$ cat src/rtl/ahb_sram_slave_pkg.sv
// Shared AHB-Lite encodings used by the SRAM slave front-end.
package ahb_sram_slave_pkg;

    localparam logic [1:0] HTRANS_IDLE   = 2'b00;
    localparam logic [1:0] HTRANS_BUSY   = 2'b01;
    localparam logic [1:0] HTRANS_NONSEQ = 2'b10;
    localparam logic [1:0] HTRANS_SEQ    = 2'b11;

    localparam logic [1:0] HRESP_OKAY  = 2'b00;
    localparam logic [1:0] HRESP_ERROR = 2'b01;

    localparam logic [2:0] HSIZE_BYTE = 3'b000;
    localparam logic [2:0] HSIZE_HALF = 3'b001;
    localparam logic [2:0] HSIZE_WORD = 3'b010;

endpackage

$ cat src/rtl/ahb_sram_slave_lane.sv
// Byte-lane write mask and alignment check for one AHB address phase.
module ahb_lane_decode
    import ahb_sram_slave_pkg::*;
(
    input  logic [2:0] hsize,
    input  logic [1:0] addr_lo,
    output logic [3:0] we_mask,
    output logic       illegal
);

    always_comb begin
        we_mask = 4'b0000;
        illegal = 1'b0;
        case (hsize)
            HSIZE_BYTE: we_mask = 4'b0001 << addr_lo;
            HSIZE_HALF: begin
                we_mask = 4'b0011 << {addr_lo[1], 1'b0};
                illegal = addr_lo[0];
            end
            HSIZE_WORD: begin
                we_mask = 4'b1111;
                illegal = (addr_lo != 2'b00);
            end
            default:    illegal = 1'b1;
        endcase
    end

endmodule

$ cat src/rtl/ahb_sram_slave.sv
// AHB-Lite slave front-end for a single-port synchronous SRAM: wait states,
// write-then-read port conflict replay and two-cycle ERROR response.
module ahb_sram_slave
    import ahb_sram_slave_pkg::*;
#(
    parameter int ADDR_WIDTH  = 14,
    parameter int WAIT_STATES = 0
) (
    input  logic                  clk,
    input  logic                  rst,
    input  logic                  HSEL,
    input  logic [31:0]           HADDR,
    input  logic [1:0]            HTRANS,
    input  logic                  HWRITE,
    input  logic [2:0]            HSIZE,
    input  logic [31:0]           HWDATA,
    input  logic                  HREADY,
    output logic                  HREADYOUT,
    output logic [1:0]            HRESP,
    output logic [31:0]           HRDATA,
    output logic                  mem_cs,
    output logic [3:0]            mem_we,
    output logic [ADDR_WIDTH-1:0] mem_addr,
    output logic [31:0]           mem_di,
    input  logic [31:0]           mem_do
);

    typedef enum logic [2:0] {IDLE, RD, WR, WAIT, STALL_RD, ERR1, ERR2} state_t;

    localparam logic [2:0] WS = 3'(WAIT_STATES);

    state_t                state, state_nxt;
    logic [2:0]            cnt_p1;
    logic                  wr_p1;
    logic [ADDR_WIDTH-1:0] addr_p1;
    logic [3:0]            we_p1;

    logic [3:0] we_mask;
    logic       illegal;
    logic       accept, dphase, final_cyc, ready_st, take, wr_port, rd_now;
    logic       cs_raw;
    logic [3:0] we_raw;
    logic       unused_bits;

    ahb_lane_decode u_lane (
        .hsize   (HSIZE),
        .addr_lo (HADDR[1:0]),
        .we_mask (we_mask),
        .illegal (illegal)
    );

    assign accept    = HSEL & HREADY & HTRANS[1];
    assign dphase    = (state == RD) || (state == WR) || (state == WAIT);
    assign final_cyc = dphase && (cnt_p1 == 3'd0);
    assign ready_st  = (state == IDLE) || (state == ERR2) || final_cyc;
    assign take      = accept && ready_st;
    assign wr_port   = final_cyc && wr_p1;
    // Zero-wait reads go to the SRAM straight from the address phase unless a write owns the port.
    assign rd_now    = take && !illegal && !HWRITE && (WAIT_STATES == 0) && !wr_port;

    assign HREADYOUT   = !((dphase && !final_cyc) || (state == STALL_RD) || (state == ERR1));
    assign HRESP       = ((state == ERR1) || (state == ERR2)) ? HRESP_ERROR : HRESP_OKAY;
    assign mem_di      = HWDATA;
    assign mem_cs      = cs_raw & ~rst;
    assign mem_we      = rst ? 4'b0000 : we_raw;
    assign unused_bits = ^{HADDR[31:ADDR_WIDTH+2], HTRANS[0]};

    // Address phase -> data phase (control)
    always_ff @(posedge clk) begin
        if (rst) begin
            state  <= IDLE;
            cnt_p1 <= 3'd0;
            wr_p1  <= 1'b0;
        end else begin
            state <= state_nxt;
            if (take) begin
                cnt_p1 <= WS;
                wr_p1  <= HWRITE;
            end else if (cnt_p1 != 3'd0) begin
                cnt_p1 <= cnt_p1 - 3'd1;
            end
        end
    end

    // Address phase -> data phase (data)
    always_ff @(posedge clk) begin
        if (take) begin
            addr_p1 <= HADDR[ADDR_WIDTH+1:2];
            we_p1   <= we_mask;
        end
    end

    always_comb begin
        state_nxt = state;
        HRDATA    = '0;
        cs_raw    = 1'b0;
        we_raw    = 4'b0000;
        mem_addr  = addr_p1;
        case (state)
            RD, WR, WAIT: begin
                if (!final_cyc) state_nxt = WAIT;
                if (wr_port) begin
                    cs_raw = 1'b1;
                    we_raw = we_p1;
                end
                // Delayed read lands in the last wait cycle so data meets the final cycle.
                if (!wr_p1 && (cnt_p1 == 3'd1)) cs_raw = 1'b1;
                if (final_cyc && !wr_p1) HRDATA = mem_do;
            end
            STALL_RD: begin
                cs_raw    = 1'b1;
                state_nxt = RD;
            end
            ERR1:    state_nxt = ERR2;
            default: ;
        endcase
        if (ready_st) begin
            if (!take)
                state_nxt = IDLE;
            else if (illegal)
                state_nxt = ERR1;
            else if (!HWRITE && wr_port && (WAIT_STATES == 0))
                state_nxt = STALL_RD;
            else
                state_nxt = HWRITE ? WR : RD;
        end
        if (rd_now) begin
            cs_raw   = 1'b1;
            mem_addr = HADDR[ADDR_WIDTH+1:2];
        end
    end

endmodule

$ cat config.mk
export PLATFORM = sky130hd
export DESIGN_NAME = ahb_sram_slave
export DESIGN_NICKNAME = d
export VERILOG_FILES = /design/src/rtl/ahb_sram_slave_pkg.sv /design/src/rtl/ahb_sram_slave_lane.sv /design/src/rtl/ahb_sram_slave.sv
export SDC_FILE = /design/constraint.sdc
export NUM_CORES = 1
export LEC_CHECK = 0
export CAP_MARGIN = 30
export CORE_ASPECT_RATIO = 0.75
export CORE_MARGIN = 2
export CORE_UTILIZATION = 30
export CTS_BUF_LIST = sky130_fd_sc_hd__clkbuf_4 sky130_fd_sc_hd__clkbuf_8
export DETAILED_ROUTE_END_ITERATION = 16
export PLACE_DENSITY = 0.94
export SLEW_MARGIN = 20
export SYNTH_ARGS = -nofsm -noshare
export SYNTH_HDL_FRONTEND = slang
export SYNTH_SLANG_ARGS = --single-unit
$ cat constraint.sdc
create_clock -name clk -period 2.85 [get_ports clk]
set_input_delay 0.57 -clock clk [delete_from_list [all_inputs] [get_ports clk]]
set_output_delay 0.57 -clock clk [all_outputs]
set_load 0.03 [all_outputs]
## After elaboration in Yosys (flattened, before gate mapping)

Index checks and enable logic that the tools add are counted.

| word-level totals | value |
|---|---|
| register bits | 25 |
| word-level logic and storage cells | 74 |

| cells by class | value |
|---|---|
| $add $sub $neg | 1 |
| equality and inequality tests | 10 |
| shift operators | 2 |
| multiplexer cells | 20 |
| bitwise operators | 4 |
| reduce and logical (&&, ||, !) cells | 32 |

Operator list:

| cell | number |
|---|---|
| two-way mux 32 bit | 2 |
| two-way mux 3 bit | 5 |
| two-way mux 14 bit | 1 |
| two-way mux 4 bit | 3 |
| case mux 4 bit (3 select lines) | 1 |
| logical AND 1 bit | 10 |
| == test 3 x 1 -> 1 bit, second input constant | 3 |
| == test 3 x 2 -> 1 bit, second input constant | 3 |
| == test 3 bit, second input constant | 3 |
| logical NOT 3 bit | 3 |
| case mux 3 bit (3 select lines) | 1 |
| logical OR 1 bit | 7 |
| logical NOT 1 bit | 6 |
| two-way mux 1 bit | 4 |
| nonzero test 4 bit | 1 |
| << shifter 1 x 2 -> 4 bit, first input constant | 1 |
| << shifter 2 x 2 -> 4 bit, first input constant | 1 |
| AND 1 bit | 3 |
| inequality test 3 bit, second input constant | 1 |
| case mux 1 bit (3 select lines) | 1 |
| nonzero test 3 bit | 1 |
| OR reduction 3 bit | 1 |
| subtractor 3 x 1 -> 3 bit, second input constant | 1 |
| two-way mux 2 bit | 1 |
| 5 further kinds | 5 |

## Longest topological paths before layout

| depth | value |
|---|---|
| depth in word-level cells | 11 |
| mapped depth | 8 |
| gate-level depth less buffers | 6 |

## Hierarchy

A second synthesis with hierarchy kept.

| unflattened totals | value |
|---|---|
| cell total of the unflattened synthesis | 179 |
| area total of the unflattened synthesis | 1,864.3 µm² |

By module, submodules not included:

| module | times used | cells each | area each (µm²) |
|---|---|---|---|
| ahb_sram_slave | 1 | 164 | 1,786.7 |
| ahb_lane_decode | 1 | 15 | 77.6 |

## Worst setup path after synthesis

Ideal clock, no wire load.

| timing | value |
|---|---|
| path kind | register to output |
| from | register cnt_p1[0] |
| to | output port mem_cs |
| data arrival time | 1.950 ns |
| data required time | 2.280 ns |
| slack | 0.330 ns |
| cell stages (with the launch flop) | 9 |
| path through | dfxtp_1 > inv_1 > ha_1 > nand2b_1 > clkbuf_1 > o22ai_2 > nand4_4 > buf_6 > a21oi_1 |

| between the ends | value |
|---|---|
| longest elaborated chain between the ends | 9 |
| elaborated cells between the ends (all ways) | 16 |

Ends and longest elaborated chain:

| what | line | text |
|---|---|---|
| start: declaration | ahb_sram_slave.sv:33 | `logic [2:0] cnt_p1;` |
| start signal: assignment | ahb_sram_slave.sv:80 | `cnt_p1 <= cnt_p1 - 3'd1;` |
| parallel branches: the longest is 7 deep, another holds logical NOT 3 bit | -- |  |
| two-way mux 1 bit (*) | ahb_sram_slave.sv:127 | `if (rd_now) begin` |
| AND 1 bit (*) | ahb_sram_slave.sv:64 | `assign mem_cs = cs_raw & ~rst;` |
| end: declaration | ahb_sram_slave.sv:21 | `output logic mem_cs,` |

Mark *: on every way between the ends.

## Final worst setup path

| timing | value |
|---|---|
| from | input port HSIZE[1] |
| to | output port mem_addr[4] |

| between the ends | value |
|---|---|
| longest elaborated chain between the ends | 7 |
| elaborated cells between the ends (all ways) | 9 |

Ends and longest elaborated chain:

| what | line | text |
|---|---|---|
| start: declaration | ahb_sram_slave.sv:15 | `input logic [2:0] HSIZE,` |
| == test 3 x 2 -> 1 bit, or another cell as far along | ahb_sram_slave_lane.sv:14 | `case (hsize)` |
| case mux 1 bit (3 select lines) (*) | ahb_sram_slave_lane.sv:14 |  |
| logical NOT 1 bit (*) | ahb_sram_slave.sv:59 | `assign rd_now = take && !illegal && !HWRITE && (WAIT_STATES == 0) && !wr_port;` |
| logical AND 1 bit (*) (3 in series) | ahb_sram_slave.sv:59 |  |
| two-way mux 14 bit (*) | ahb_sram_slave.sv:127 |  |
| end: declaration | ahb_sram_slave.sv:23 | `output logic [ADDR_WIDTH-1:0] mem_addr,` |

Every way passes the cells marked *; elsewhere a longest branch is shown, timed or not.

==> flow_summary.json <==
{
  "postRouteWirelength_um": 4557,
  "critical-path-max-stage-delay_ns": 0.43,
  "cpLargestDelayFamily": "buffers and inverters",
  "layout-area-overhead-vs-synth_pct": 57.51,
  "status": "complete, no violations",
  "rsz_0062_raised_after_global_routing": "true",
  "tritoncts_num_sinks": 25,
  "initial_utilization_pct": 31.28,
  "first_global_vias": 1543,
  "dr_total_vias": 1588,
  "timing.critical_path.required_ns": 2.28,
  "fp.coreArea_mm2": 0.005856,
  "max-cap-violations": 0,
  "cell_area_after_placement_mm2": 0.002790,
  "post_synthesis_register_bit_count": 25,
  "ys.flop_type": "sky130_fd_sc_hd__edfxtp_1",
  "finalMaxSlewViolations": 0,
  "clkSlewWorstSetupHoldPaths_ns": 0.09,
  "max_clock_freq_ghz": 0.3581,
  "critical-path-slowest-cell": "sky130_fd_sc_hd__clkdlybuf4s50_1",
  "power.density_mw_per_mm2": 477.7,
  "grt_first_pass_wirelength_um": 6948,
  "layout_setup_ws_ns": 0.05720,
  "p_switching_mw": 0.5149,
  "endpoint_kind": "output pin",
  "startpoint_type": "input port",
  "worstSkewPairLatency_ns": 0.27,
  "worstPathCellList": "clkdlybuf4s50_1 > a21oi_2 > o21ba_4 > nand4_4 > bufbuf_16 > mux2_4 > buf_2",
  "gp_congestion": 0.7872,
  "synth-async-reset-ratio_pct": 0,
  "setup-tns-final_ns": 0,
  "timing.critical_path.fanout_max": 5,
  "yosys_warnings": 0,
  "area_of_the_multi_input_gates_um2": 864.6,
  "viasPerCell": 4.499,
  "synthesis.nets": 294,
  "grt_max_degree": 33,
  "post-synth-top-area-cell": "sky130_fd_sc_hd__edfxtp_1",
  "crit_path_depth": 7,
  "drt_pass1_iterations": 4,
  "worst-endpoint-arrival_ns": 2.22,
  "io_pins": 192,
  "grt_util_all_layers_pct": 12.79,
  "cts.root.buffer_cell": "sky130_fd_sc_hd__clkbuf_8",
  "synth_area_per_cell_um2": 9.901,
  "fraction_of_synthesized_cell_area_taken_by_the_top_area_cell_type_pct": 29.51,
  "register_area_um2": 680.7,
  "syn-cell-area_mm2": 0.001832,
  "cts_inserted_buffers": 3,
  "cts_tree": "yes",
  "hpwlAfterDp_um": 3659,
  "port_buffers": 109,
  "final_worst_path_period_need_ns": 2.793,
  "fin_crit_sh_pct": 97.99,
  "critPathKind": "input port to output pin",
  "count_of_flip_flops_with_a_built_in_enable_after_synthesis": 18,
  "p_int_mw": 0.8633,
  "r2r.worst_path.cells": 7,
  "std_cell_rows": 24,
  "sequentialPowerShare_pct": 32.5,
  "drt.antenna.violating_nets": 0,
  "initial_antenna_violation_count": 0,
  "cts-htree-levels": 1,
  "hp-class": "flop to flop",
  "report.final.hold_viol_count": 0,
  "avgRoutedWirePerCell_um": 12.91,
  "power_switching_share_pct": 37.36,
  "holdWs_ns": 0.5078,
  "drt_iter0_drc": 41,
  "hold_buffer_count_at_cts": 0,
  "cts_setup_buffers": 0,
  "preCtsSetupSlack_ns": -0.4144,
  "total_leakage_power_nw": 1.330,
  "setup_violations_final": 0,
  "finClkSkew_ns": 0.01011,
  "share_clk_of_total_power_pct": 15.1,
  "cts-root-to-sink-buffers": 2,
  "timing.critical_path.buf_inv": 3,
  "synthCells": 185,
  "finish.net_count": 385,
  "peakVddDrop_mv": 0.2097,
  "dieArea_mm2": 0.006753,
  "synth.top_cells.by_area": "sky130_fd_sc_hd__edfxtp_1, sky130_fd_sc_hd__buf_4, sky130_fd_sc_hd__and2_1",
  "grt_overflow_total": 0,
  "antennaDiodeCount": 0,
  "remaining_drc_errors": 0,
  "final_cell_area_mm2": 0.002885,
  "floorplan_die_width_um": 94.23,
  "fp.dieH_um": 71.67,
  "finalCoreUtilization_pct": 49.27,
  "seq_area_frac_synth_pct": 37.16,
  "synth_cell_types": 39,
  "post_route_cells_drive_above_1_share_pct": 33.82,
  "hold_depth": 2,
  "comb_power_share_pct": 52.4,
  "final.fill_count": 539
}
==> cell families after synthesis <==
group | Yosys count | synth area share, %
AOI/OAI and AO/OA | 28 | 10.18
xor gates and xnor gates | 3 | 1.435
adders and majority gates | 3 | 2.049
buffers and inverters | 47 | 17.28
DFF | 25 | 37.16
muxes | 15 | 11.00
other | 1 | 0.2047
and+or+nand+nor | 63 | 20.70
==> metal layers <==
layer | share of wire (%) | track usage, % | vias up
li1 | - | - | 777
met1 | 40 | 14.62 | 732
met2 | 51 | 23.33 | 71
met3 | 8.3 | 4.732 | 8
met4 | 0.57 | 1.932 | 0
met5 | 0 | 0 | -
==> worst register-to-register path, cell delays in order (launching register included) <==
cell and delay [ns]:
sky130_fd_sc_hd__dfxtp_1 0.32, sky130_fd_sc_hd__inv_1 0.13, sky130_fd_sc_hd__ha_4 0.19, sky130_fd_sc_hd__nand2b_1 0.09
sky130_fd_sc_hd__buf_4 0.17, sky130_fd_sc_hd__o22a_1 0.24, sky130_fd_sc_hd__nor2_2 0.09, sky130_fd_sc_hd__buf_4 0.29
==> worst paths after layout <==
check,startpoint,end,slack [ns]
worst min register to register,cnt_p1[1]$_SDFFE_PP0P_,cnt_p1[1]$_SDFFE_PP0P_,0.51
worst max register to register,cnt_p1[1]$_SDFFE_PP0P_,addr_p1[5]$_DFFE_PP_,1.03
worst min-delay path,cnt_p1[1]$_SDFFE_PP0P_,cnt_p1[1]$_SDFFE_PP0P_,0.51
worst max-delay path,HSIZE[1],mem_addr[4],0.06
==> repair_timing <==
item	in CTS	in global routing
endpoints found under the setup margin	15	19
pin swaps	2	1
cloned	1	0
gates resized for setup	44	7
==> power groups by stage <==
stage          Clock [mW]  Sequential, mW  Combinational [mW]
6_report            0.208           0.448               0.722
2_1_floorplan           0           0.454               0.503
5_1_grt             0.235           0.454               0.786
4_1_cts             0.217           0.448               0.701
3_3_place_gp            0           0.454               0.686
3_5_place_dp            0           0.456               0.703
==> cell type report <==
type / instances / share of cell area (%)
Sequential cell: 25 / 23.59
Clock buffer: 3 / 1.431
Tap cell: 78 / 3.382
Multi-Input combinational cell: 113 / 29.97
Timing Repair Buffer: 128 / 40.81
Clock inverter: 1 / 0.1735
Inverter: 5 / 0.6505
==> cell usage in the layout (no fill, tap or decap), drive strengths merged, types with 2 or more instances in the layout <==
| master | instances |
|---|---|
| nand2b | 2 |
| ha | 3 |
| nor2 | 8 |
| mux2 | 14 |
| clkbuf | 3 |
| dlymetal6s2s | 4 |
| and2 | 37 |
| nor3 | 5 |
| buf | 61 |
| nand4 | 3 |
| nand3 | 3 |
| clkdlybuf4s50 | 54 |
| o21ai | 5 |
| dlygate4sd2 | 4 |
| a21o | 2 |
| o22ai | 2 |
| edfxtp | 18 |
| dfxtp | 7 |
| xor2 | 2 |
| inv | 5 |
| clkdlybuf4s15 | 4 |
| a21oi | 12 |
==> metrics by stage <==
stage | cells | power (mW)
CTS | 353 | 1.367
detailed placement | 348 | 1.159
global route | 353 | 1.475
floorplan | 185 | 0.9574
finish | 353 | 1.378
global placement | 348 | 1.140
==> state kept, by name (all words and copies together), names as in the netlist <==
| register | cells |
|---|---|
| we_p1 | 4 |
| addr_p1 | 14 |
| state | 3 |
| cnt_p1 | 3 |
| wr_p1 | 1 |
==> cells in the mapped netlist, drive strengths merged (3+ instances only) <==
cell    number
edfxtp      18
buf         37
dfxtp        7
ha           3
and2        37
a21oi       12
o21ai        5
mux2        14
nand3        3
inv          5
clkbuf       5
nor2         8
nand4        3
nor3         5
Note: power is estimated with default switching activity, not from simulation.
